[src/rtl/addsub_share_arbiter.sv]
// addsub_share_arbiter: round-robin two-port front end sharing one registered ripple add/sub datapath
module addsub_share_arbiter #(
   parameter int WIDTH = 4
) (
   input  logic             clk,
   input  logic             rst,
   input  logic             req0_valid,
   output logic             req0_ready,
   input  logic [WIDTH-1:0] req0_a,
   input  logic [WIDTH-1:0] req0_b,
   input  logic             req0_m,
   input  logic             req1_valid,
   output logic             req1_ready,
   input  logic [WIDTH-1:0] req1_a,
   input  logic [WIDTH-1:0] req1_b,
   input  logic             req1_m,
   output logic             rsp0_valid,
   input  logic             rsp0_ready,
   output logic             rsp1_valid,
   input  logic             rsp1_ready,
   output logic [WIDTH-1:0] rsp_s,
   output logic             rsp_cout,
   output logic             rsp_ovf,
   output logic             busy
);
   typedef enum logic [1:0] {IDLE, EXEC, RESP} state_t;
   state_t state, state_nx;
   logic last_grant, owner, grant, take, done, m_r, cy, c_msb;
   logic [WIDTH-1:0] a_r, b_r, bx, s_nx;
   // grant selects port 1 when it alone is valid, or on a tie when port 0 won last
   assign grant = (req0_valid & req1_valid) ? ~last_grant : req1_valid;
   assign req0_ready = state == IDLE & req0_valid & ~grant;
   assign req1_ready = state == IDLE & req1_valid & grant;
   assign take = req0_ready | req1_ready;
   assign rsp0_valid = state == RESP & ~owner;
   assign rsp1_valid = state == RESP & owner;
   assign done = owner ? rsp1_valid & rsp1_ready : rsp0_valid & rsp0_ready;
   assign busy = state != IDLE;
   assign bx = b_r ^ {WIDTH{m_r}};
   always_comb begin
      state_nx = (state == IDLE & take) ? EXEC :
                 (state == EXEC)        ? RESP :
                 (state == RESP & done) ? IDLE : state;
   end
   // carry kept in a scalar so the ripple chain stays a simple unrolled loop
   always_comb begin
      cy = m_r;
      c_msb = 1'b0;
      s_nx = '0;
      for (int i = 0; i < WIDTH; i++) begin
         if (i == WIDTH - 1) c_msb = cy;
         s_nx[i] = a_r[i] ^ bx[i] ^ cy;
         cy = (a_r[i] & bx[i]) | (cy & (a_r[i] ^ bx[i]));
      end
   end
   always_ff @(posedge clk) begin
      if (rst) state <= IDLE;
      else state <= state_nx;
   end
   always_ff @(posedge clk) begin
      if (rst) begin
         last_grant <= 1'b1;
         owner <= 1'b0;
         a_r <= '0;
         b_r <= '0;
         m_r <= 1'b0;
         rsp_s <= '0;
         rsp_cout <= 1'b0;
         rsp_ovf <= 1'b0;
      end else begin
         if (take) begin
            a_r <= grant ? req1_a : req0_a;
            b_r <= grant ? req1_b : req0_b;
            m_r <= grant ? req1_m : req0_m;
            owner <= grant;
            last_grant <= grant;
         end
         if (state == EXEC) begin
            rsp_s <= s_nx;
            rsp_cout <= cy;
            rsp_ovf <= c_msb ^ cy;
         end
      end
   end
endmodule
[config.mk]
export PLATFORM = sky130hd
export DESIGN_NAME = addsub_share_arbiter
export DESIGN_NICKNAME = d
export VERILOG_FILES = /design/src/rtl/addsub_share_arbiter.sv
export SDC_FILE = /design/constraint.sdc
export NUM_CORES = 1
export LEC_CHECK = 0
export ABC_AREA = 1
export ABC_CLOCK_PERIOD_IN_PS = 2500
export BUFFER_PORTS_ARGS = -buffer_cell sky130_fd_sc_hd__buf_4
export CORE_MARGIN = 4
export CORE_UTILIZATION = 49
export DETAILED_ROUTE_END_ITERATION = 16
export PLACE_DENSITY = 0.81
export REMOVE_ABC_BUFFERS = 1
export SYNTH_ARGS = -nofsm -noshare
export SYNTH_HDL_FRONTEND = slang
export SYNTH_SLANG_ARGS = --single-unit
[constraint.sdc]
create_clock -name clk -period 2.5 [get_ports clk]
set_input_delay 0.375 -clock clk [delete_from_list [all_inputs] [get_ports clk]]
set_output_delay 0.375 -clock clk [all_outputs]
set_load 0.005 [all_outputs]
**Word level (Yosys, flattened, before mapping)**

Cells that the tools add are included.

- Latch bits: 0
- Word-level logic and storage cells: 62
- Register bits: 19
- Memories: 0
- RAM bits: 0
- Bits in read-only memories: 0
- Input port bits: 24

- $mul: 0
- Bitwise logic cells: 37
- Divide/modulo/power cells: 0
- Mux-type cells: 8
- Add/sub/neg operators: 0
- $lt $le $gt $ge: 0
- Shift operators: 0
- Eq/ne operators: 2
- Reduce and logical (&&, ||, !) cells: 5

Operators by type and width:

| kind | count |
|---|---|
| $and 1x1->1 | 19 |
| $xor 1x1->1 | 9 |
| $mux 4 | 2 |
| $or 1x1->1 | 5 |
| $mux 1 | 4 |
| $mux 2 | 2 |
| $reduce_bool 2->1 | 2 |
| $xor 4x4->4 | 1 |
| $not 1->1 | 3 |
| $reduce_bool 3->1 | 1 |
| $eq 2x1->1 const B | 1 |
| $eq 2x2->1 const B | 1 |
| $logic_not 2->1 | 1 |
| $reduce_or 2->1 | 1 |

**Depth between registers and ports, before layout**

Gate-level depths: netlist of run 1.

- Depth after elaboration: 11
- Mapped depth: 9
- Gate-level depth less buffers: 9

**Worst setup path before layout of run 1**

No wires, ideal clock.

- Path type: reg2reg
- Start point: register m_r
- End point: register rsp_s[3]
- Data arrival time: 2031 ps
- Cell stages (with the launch flop): 9
- Period minus slack after synthesis: 2147 ps
- Required time: 2384 ps
- Slack: 353 ps
- Setup time: 116 ps
- Path buffers: 1
- Cells stage by stage: dfxtp_1 -> clkbuf_1 -> xnor2_1 -> fa_1 -> fa_1 -> inv_1 -> fa_1 -> nor2_1 -> nor2_1

- Cells in the longest elaborated chain, start to end: 9
- Elaborated cells between the ends (all ways): 15

Ends and longest elaborated chain:

| item | line | RTL |
|---|---|---|
| from (decl) | 28 | `logic last_grant, owner, grant, take, done, m_r, cy, c_msb;` |
| from (signal assigned) | 74 | `m_r <= grant ? req1_m : req0_m;` |
| $xor 4x4->4 | 39 | `assign bx = b_r ^ {WIDTH{m_r}};` |
| $xor 1x1->1 | 53 | `cy = (a_r[i] & bx[i]) \| (cy & (a_r[i] ^ bx[i]));` |
| $and 1x1->1 | 53 |  |
| $or 1x1->1 | 53 |  |
| $and 1x1->1 | 53 |  |
| $or 1x1->1 | 53 |  |
| $and 1x1->1 | 53 |  |
| $or 1x1->1 | 53 |  |
| $xor 1x1->1 (*) | 52 | `s_nx[i] = a_r[i] ^ bx[i] ^ cy;` |
| net s_nx[3] | 29 | `logic [WIDTH-1:0] a_r, b_r, bx, s_nx;` |
| to (signal assigned) | 79 | `rsp_s <= s_nx;` |
| to (decl) | 21 | `output logic [WIDTH-1:0] rsp_s,` |

The timed path passes the listed nets; every way through them passes the cells marked *.
A chain may end at the register's enable or synchronous reset.

**Final worst setup path of run 1**

- Start point: register b_r[0]
- End point: register rsp_s[3]

- Cells in the longest elaborated chain, start to end: 9
- Elaborated cells between the ends (all ways): 10

Ends and longest elaborated chain:

| item | line | RTL |
|---|---|---|
| from (decl) | 29 |  |
| from (signal assigned) | 73 | `b_r <= grant ? req1_b : req0_b;` |
| $xor 4x4->4 (*) | 39 |  |
| $xor 1x1->1 | 53 |  |
| $and 1x1->1 | 53 |  |
| $or 1x1->1 (*) | 53 |  |
| $and 1x1->1 (*) | 53 |  |
| $or 1x1->1 (*) | 53 |  |
| $and 1x1->1 (*) | 53 |  |
| $or 1x1->1 (*) | 53 |  |
| $xor 1x1->1 (*) | 52 |  |
| net s_nx[3] | 29 |  |

Marked as above.

==> results of run 1 <==
[Yosys cell counts]
master,instances,area share
fa_1,3,0.056
inv_2,1,0.0035
nand2_2,4,0.023
buf_6,2,0.021
inv_1,16,0.056
nand4_1,2,0.012
nor2_2,5,0.029
nor2_4,1,0.010
o21bai_1,1,0.0070
dfxtp_1,19,0.35
a21oi_1,5,0.023
nor3_1,4,0.019
nor2_1,21,0.073
buf_2,3,0.014
o21ai_0,6,0.028
nand2_1,34,0.12
xor2_1,2,0.016
nand3_1,19,0.088
nand2_4,1,0.010
xnor2_1,2,0.016
clkbuf_1,1,0.0035
nand3_2,2,0.019
[final cells by class]
class	count	area, um2
fillers	190	671.9
multi-input cells	112	590.6
flip-flops and latches	19	380.4
repair buffers	34	255.2
inverters	17	63.81
well taps	27	33.78
clock buffers	4	26.28
[registers in the layout, indices dropped and copies added, names as in the netlist]
| register | count |
|---|---|
| a_r | 4 |
| m_r | 1 |
| rsp_ovf | 1 |
| last_grant | 1 |
| rsp_s | 4 |
| b_r | 4 |
| rsp_cout | 1 |
| owner | 1 |
| state | 2 |
[worst max-delay path by stage]
stage / start / end / slack [ns] / cells past startpoint
floorplan: b_r[0] / rsp_s[3] / 0.45 / 9
global placement: b_r[0] / rsp_s[3] / 0.40 / 9
detailed placement: b_r[0] / rsp_s[3] / 0.35 / 9
CTS: b_r[0] / rsp_s[3] / 0.33 / 9
global route: b_r[0] / rsp_s[3] / 0.21 / 9
finish: b_r[0] / rsp_s[3] / 0.33 / 9
[metrics by stage]
stage          total power, mW  cells  utilization
5_1_grt                 0.8901    213       0.6677
4_1_cts                 0.8340    213       0.6677
6_report                0.8253    213       0.6677
3_3_place_gp            0.6682    209       0.6547
2_1_floorplan           0.5722    148            -
3_5_place_dp            0.6773    209       0.6547
[layer usage]
| layer | track usage | wire [um] | vias up |
|---|---|---|---|
| li1 | - | - | 544 |
| met4 | 0.09959 | 59 | 0 |
| met2 | 0.3150 | 1044 | 46 |
| met1 | 0.2163 | 983 | 430 |
| met5 | 0 | 0 | - |
| met3 | 0.01907 | 183 | 5 |
[report_power, final]
group / internal, mW / leakage [nW] / switching [mW] / total [mW]
Sequential: 0.345 / 0.157 / 0.0309 / 0.376
Clock: 0.0623 / 0.0150 / 0.0929 / 0.155
Combinational: 0.134 / 0.529 / 0.160 / 0.294
Total: 0.541 / 0.701 / 0.284 / 0.825
[logic make-up (layout without fill, tap and decap cells)]
logic type                 count (synthesis)  in the layout  synth area share
and+or+nand+nor                           93             93            0.4023
adders and majority gates                  3              3           0.05582
AOI/OAI and AO/OA                         12             12           0.05814
xor gates and xnor gates                   4              4           0.03256
buffers and inverters                     23             55           0.09766
DFF                                       19             19            0.3535
[worst max-delay path, stage by stage (launching register included)]
cell and delay [ns]:
dfxtp_1 0.34, inv_1 0.08, nor2_1 0.05, o21bai_1 0.16
fa_1 0.39, fa_1 0.41, inv_1 0.08, fa_1 0.40
nor2_1 0.11, nor2_1 0.05
==> flow_metrics.env, run 1 <==
export IMPL_rsz0062_at_grt="no"
export IMPL_post_cts_setup_buffers=0
export IMPL_seq_area_frac_synth=0.3535
export IMPL_globalRoute_totalOverflow=0
export IMPL_ios=35
export IMPL_ir_drop_uv=372.0
export IMPL_cts_buffer_depth=2
export IMPL_hpwl_mm=1.790
export IMPL_final_area_um2=1350
export IMPL_row_count=16
export IMPL_clock_sinks=19
export IMPL_die_x_um=54.86
export IMPL_setup_tns_ns=0
export IMPL_syn_inst=154
export IMPL_fp_dieH_um=54.86
export IMPL_cts_inserted_buffers=3
export IMPL_maxCapViolCount=0
export IMPL_crit_arrival_ns=2.37
export IMPL_reg2reg_slack_ns=0.33
export IMPL_hold_depth=2
export IMPL_wirelength_mm=2.270
export IMPL_drive_above_1_share=0.2742
export IMPL_path_max_fanout=3
export IMPL_first_global_vias=1002
export IMPL_placed_cell_area_um2=1324
export IMPL_mostFrequentLayoutCells="nand2_1, buf_4, nor2_1, nand3_1, dfxtp_1"
export IMPL_synth_ff_latch_count=19
export IMPL_grt_usage=0.1819
export IMPL_drt_iter0_markers=36
export IMPL_ctsResizeCount=0
export IMPL_finClkSkew_ns=0.004234
export IMPL_hold_path_class="primary input to flip-flop"
export IMPL_start_util=0.5322
export IMPL_synthesis_area_um2=1076
export IMPL_synth_cell_types=22
export IMPL_r2r_end="rsp_s[3]"
export IMPL_hold_end="owner"
export IMPL_finalHoldViolations=0
export IMPL_critical_path_required_ns=2.70
export IMPL_fmax_mhz=461.2
export IMPL_viasPerCell=4.812
export IMPL_port_buffers=34
export IMPL_worst_setup_path_type="flip-flop to flip-flop"
export IMPL_cts_tree="built"
export IMPL_startpoint_type="flip-flop"
export IMPL_syn_to_final_growth_pct=25.46
export IMPL_r2r_start="b_r[0]"
export IMPL_slew_headroom=0.6961
export IMPL_tightest_slew_ns=0.4553
export IMPL_coreArea_um2=2022
export IMPL_drcViolationCount=0
export IMPL_clock_latency_ns=0.30
export IMPL_antenna_found_initial=0
export IMPL_avgSynthCellArea_um2=6.987
export IMPL_min_period_over_period=0.8673
export IMPL_diodes=0
export IMPL_synth_warnings=0
export IMPL_holdWs_ns=0.2352
export IMPL_first_pass_iters=4
export IMPL_pre_cts_ws_ns=0.3473
export IMPL_reg2reg_depth=9
export IMPL_root_buffer="clkbuf_4"
export IMPL_period_needed_ns=2.168
export IMPL_nets=214
export IMPL_status="completed"
export IMPL_grt_max_degree=18
export IMPL_gp_congestion=0.7997
export IMPL_clk_pin_slew_ns=0.10
export IMPL_htree_levels=1
export IMPL_die_area_um2=3010
export IMPL_grt_pass1_wl_mm=3.988
export IMPL_worstHoldStart="rst"
export IMPL_via_count=1025
export IMPL_routedWlPerCell_um=10.66
export IMPL_slew_viol_final=0
export IMPL_worstSetupEndpointType="flip-flop"
export IMPL_finalSetupViolations=0
export IMPL_fin_ws_ns=0.3317
export IMPL_hold_buffers=0
export IMPL_postRouteAntennaNets=0
export IMPL_p_leak_nw=0.7013
export IMPL_power_density_nw_per_um2=611.3
Note: power is estimated with default switching activity, not from simulation.
==> run 2: changes to the inputs <==
Settings changed: GPL_TIMING_DRIVEN set to 0.
==> run 2 against run 1 <==
Compared with the run above:
- non-clock buffer count is the same
- hold slack better by 0.017 ns
- cell area is the same
- critical endpoint unchanged
- register-to-register slack gained 0.02 ns
- die area unchanged
- routed wire length shrank 0.79%
- clock skew shrank 0.0022 ns
- setup slack improved by 0.016 ns
- sequential power barely moved
- largest cell class unchanged
==> flow_metrics.env, run 2 (synthesis gave the netlist of run 1 again) <==
export IMPL_ctsResizeCount=0
export IMPL_postRouteAntennaNets=0
export IMPL_critical_path_required_ns=2.70
export IMPL_period_needed_ns=2.152
export IMPL_ios=35
export IMPL_fill_cells=187
export IMPL_p_switching_uw=280.1
export IMPL_rsz0062_at_grt="no"
export IMPL_htree_levels=1
export IMPL_cts_buffer_depth=2
export IMPL_maxCapViolCount=0
export IMPL_drt_iter0_markers=23
export IMPL_grt_pass1_wl_mm=3.946
export IMPL_final_util=0.6677
export IMPL_globalRoute_totalOverflow=0
export IMPL_via_count=1045
export IMPL_ir_drop_uv=311.5
export IMPL_die_area_um2=3010
export IMPL_syn_to_final_growth_pct=25.46
export IMPL_status="completed"
export IMPL_grt_max_degree=18
export IMPL_finalHoldViolations=0
export IMPL_clock_latency_ns=0.29
export IMPL_tightest_slew_ns=0.4499
export IMPL_worstSetupEndpointType="flip-flop"
export IMPL_clk_pin_slew_ns=0.10
export IMPL_cts_tree="built"
export IMPL_die_x_um=54.86
export IMPL_first_global_vias=994
export IMPL_fp_dieH_um=54.86
export IMPL_p_leak_nw=0.7013
export IMPL_root_buffer="clkbuf_4"
export IMPL_coreArea_um2=2022
export IMPL_hold_buffers=0
export IMPL_antenna_found_initial=0
export IMPL_setup_tns_ns=0
export IMPL_finClkSkew_ns=0.001987
export IMPL_clock_sinks=19
export IMPL_row_count=16
export IMPL_grt_usage=0.1786
export IMPL_p_comb_frac=0.356
export IMPL_post_cts_setup_buffers=0
export IMPL_seq_power_share=0.458
export IMPL_first_pass_iters=4
export IMPL_slew_viol_final=0
export IMPL_viasPerCell=4.906
export IMPL_drive_above_1_share=0.2742
export IMPL_p_clk_frac=0.186
export IMPL_gp_congestion=0.7846
export IMPL_path_max_fanout=3
export IMPL_drcViolationCount=0
export IMPL_port_buffers=34
export IMPL_nets=214
export IMPL_hold_path_class="primary input to flip-flop"
export IMPL_swShare=0.3410
export IMPL_slew_headroom=0.6997
export IMPL_power_density_nw_per_um2=608.5
export IMPL_wirelength_mm=2.252
export IMPL_startpoint_type="flip-flop"
export IMPL_worst_setup_path_type="flip-flop to flip-flop"
export IMPL_crit_arrival_ns=2.35
export IMPL_diodes=0
export IMPL_reg_top3="a_r x4, b_r x4, rsp_s x4"
export IMPL_mostFrequentLayoutCells="nand2_1, buf_4, nor2_1, nand3_1, dfxtp_1"
export IMPL_start_util=0.5322
export IMPL_cts_inserted_buffers=3
export IMPL_finalSetupViolations=0
export IMPL_routedWlPerCell_um=10.57
export IMPL_hpwl_mm=1.786
export IMPL_p_int_uw=541.4
export IMPL_fmax_mhz=464.6
export IMPL_min_period_over_period=0.8609
## run 2: cell counts in the layout (fill, tap and decap cells not counted)
Identical to the previous run, type by type.
## run 2: worst max-delay path, cell delays in order (launching register included)
cell and delay [ns]:
dfxtp_1 0.34, inv_1 0.07, nor2_1 0.05, o21bai_1 0.16, fa_1 0.39, fa_1 0.41, inv_1 0.08, fa_1 0.40
nor2_1 0.11, nor2_1 0.05
## run 2: power groups by stage
| stage | registers [mW] | clock network [mW] | logic, mW |
|---|---|---|---|
| CTS | 0.376 | 0.154 | 0.296 |
| detailed placement | 0.383 | 0 | 0.293 |
| global placement | 0.380 | 0 | 0.287 |
| floorplan | 0.379 | 0 | 0.193 |
| global route | 0.382 | 0.164 | 0.338 |
| finish | 0.376 | 0.153 | 0.292 |
## run 2: layout make-up
| type | instances | area [um2] | share of cell area |
|---|---|---|---|
| tap | 27 | 33.78 | 0.02502 |
| timing repair buffer | 34 | 255.2 | 0.1891 |
| clock buffer | 4 | 26.28 | 0.01946 |
| sequential | 19 | 380.4 | 0.2817 |
| inverter | 17 | 63.81 | 0.04727 |
| multi-input combinational | 112 | 590.6 | 0.4374 |
## run 2: path summary, 6_finish.rpt
kind | slack [ns] | startpoint | end | depth (start not counted)
worst min register to register | 0.50 | last_grant | last_grant | 2
worst max-delay path | 0.35 | b_r[0] | rsp_s[3] | 9
worst max register to register | 0.35 | b_r[0] | rsp_s[3] | 9
worst min-delay path | 0.25 | rst | state[1] | 2
## run 2: routing by layer
metal  vias up  routed length [um]  track usage
met4         0                  19      0.08714
met5         -                   0            0
met2        42                1073       0.3130
met1       454                 993       0.2117
met3         2                 165      0.02180
li1        547                   -            -
## run 2: stage by stage
stage          hold WS [ns]  instances  setup WS (ns)  area [um2]  total power, mW
6_report             0.2525        213         0.3477        1350           0.8216
5_1_grt              0.2492        213         0.1883        1350           0.8836
4_1_cts              0.2490        213         0.3478        1350           0.8265
3_5_place_dp         0.4679        209         0.3693        1324           0.6766
3_3_place_gp         0.4409        209         0.3728        1324           0.6672
2_1_floorplan        0.4287        148         0.4478        1035           0.5722
==> run 3: changes to the inputs <==
==> constraint.sdc (replaced) <==
create_clock -name clk -period 2.5 [get_ports clk]
set_input_delay 0.125 -clock clk [delete_from_list [all_inputs] [get_ports clk]]
set_output_delay 0.125 -clock clk [all_outputs]
set_load 0.005 [all_outputs]
==> run 3 against run 2 <==
Compared with the run above:
- maximum frequency fell by 0.29%
- clock skew rose by 0.0069 ns
- critical path depth fell by 2
- combinational power barely moved
- die area did not move
- largest power group unchanged
- highest routed layer unchanged
==> flow_metrics.env, run 3 (synthesis gave the netlist of run 1 again) <==
export IMPL_status="completed"
export IMPL_cp_startpoint="m_r"
export IMPL_max_stage_delay_ns=0.46
export IMPL_slew_headroom=0.6911
export IMPL_viasPerCell=4.902
export IMPL_mostFrequentLayoutCells="nand2_1, buf_4, nor2_1, nand3_1, dfxtp_1"
export IMPL_p_leak_nw=0.7055
export IMPL_worstHoldStart="rsp0_ready"
export IMPL_fill_cells=184
export IMPL_cts_buffer_depth=2
export IMPL_grt_max_degree=18
export IMPL_htree_levels=1
export IMPL_maxCapViolCount=0
export IMPL_first_global_vias=1005
export IMPL_critical_path_slowest_cell="dfxtp_1"
export IMPL_fmax_mhz=463.3
export IMPL_clock_sinks=19
export IMPL_root_buffer="clkbuf_4"
export IMPL_start_util=0.5322
export IMPL_path_max_fanout=5
export IMPL_wirelength_mm=2.265
export IMPL_grt_usage=0.1820
export IMPL_crit_chain="xnor2_1 -> fa_1 -> fa_1 -> inv_1 -> fa_1 -> nor2_1 -> nor2_1"
export IMPL_routedWlPerCell_um=10.58
export IMPL_row_count=16
export IMPL_drive_above_1_share=0.2727
export IMPL_finClkSkew_ns=0.008935
export IMPL_cp_top_family="adder cells"
export IMPL_tightest_slew_ns=0.4628
export IMPL_p_total_uw=820.2
export IMPL_first_pass_iters=4
export IMPL_hold_path_class="primary input to flip-flop"
export IMPL_critical_path_required_ns=2.69
export IMPL_rsz0062_at_grt="no"
export IMPL_nets=215
export IMPL_diodes=0
export IMPL_port_buffers=34
export IMPL_globalRoute_totalOverflow=0
export IMPL_worst_setup_path_type="flip-flop to flip-flop"
export IMPL_coreArea_um2=2022
export IMPL_gp_congestion=0.7846
export IMPL_drt_iter0_markers=35
export IMPL_setup_tns_ns=0
export IMPL_die_area_um2=3010
export IMPL_cts_tree="built"
export IMPL_clk_pin_slew_ns=0.11
export IMPL_syn_to_final_growth_pct=26.39
export IMPL_worstSetupEndpointType="flip-flop"
export IMPL_cts_inserted_buffers=3
export IMPL_drcViolationCount=0
export IMPL_power_density_nw_per_um2=603.0
export IMPL_finalSetupViolations=0
export IMPL_postRouteAntennaNets=0
export IMPL_ios=35
export IMPL_post_cts_setup_buffers=0
export IMPL_finalHoldViolations=0
export IMPL_ir_drop_uv=323.0
export IMPL_hpwl_mm=1.786
export IMPL_clock_latency_ns=0.29
export IMPL_cp_common_cell="fa_1"
export IMPL_slew_viol_final=0
export IMPL_startpoint_type="flip-flop"
export IMPL_min_period_over_period=0.8635
export IMPL_via_count=1049
export IMPL_r2r_start="m_r"
export IMPL_period_needed_ns=2.159
export IMPL_antenna_found_initial=0
export IMPL_crit_buf_inv=1
export IMPL_die_x_um=54.86
export IMPL_grt_pass1_wl_mm=4.015
export IMPL_reg_top3="a_r x4, b_r x4, rsp_s x4"
export IMPL_crit_arrival_ns=2.35
export IMPL_fp_dieH_um=54.86
==> run 3: cell count changes in the layout (fill, tap and decap cells not counted), sizes merged <==
cell,delta
dlygate4sd3,+1
==> run 3: worst min-delay path, stage by stage <==
cell	delay [ns]
buf_4	0.08
nand4_1	0.09
nand2_1	0.06
nor3_1	0.03
==> run 3: what timing repair did <==
| action | in CTS | in global routing |
|---|---|---|
| setup endpoints to repair | 0 | 0 |
| endpoints found under the hold margin | 2 | 0 |
| gates resized for setup | 0 | 0 |
| hold buffers | 1 | 0 |
==> run 3: final cells by class <==
type	instances	area, um2	area share
multi-input cells	112	590.6	0.4342
flip-flops and latches	19	380.4	0.2797
repair buffers	35	265.3	0.1950
inverters	17	63.81	0.04692
well taps	27	33.78	0.02484
clock buffers	4	26.28	0.01932
==> run 3: final timing paths <==
check | slack, ns | to | cells after the start
worst max-delay path | 0.34 | rsp_s[3] | 7
worst min-delay path | 0.14 | state[1] | 4
worst max register to register | 0.34 | rsp_s[3] | 7
worst min register to register | 0.49 | last_grant | 2
==> run 3: per-stage QoR <==
step                        util  instances  hold WS [ns]  worst slack, ns  area [um2]
after global routing      0.6726        214        0.1323           0.1849        1360
after floorplan                -        148        0.1941           0.4478        1035
after global placement    0.6547        209        0.3043           0.3728        1324
final                     0.6726        214        0.1359           0.3413        1360
after CTS                 0.6726        214        0.1245           0.3478        1360
after detailed placement  0.6547        209        0.3166           0.3693        1324
==> run 3: layer usage <==
layer  wire (um)  global-route usage  up-vias
li1            -                   -      549
met1        1016              0.2183      464
met2        1073              0.3169       34
met3         152             0.02180        2
met4          22             0.08714        0
met5           0                   0        -
==> run 3: power breakdown <==
group | internal (mW) | switching, mW | leakage (nW)
Sequential | 0.345 | 0.0309 | 0.157
Combinational | 0.135 | 0.159 | 0.533
Clock | 0.0620 | 0.0883 | 0.0150
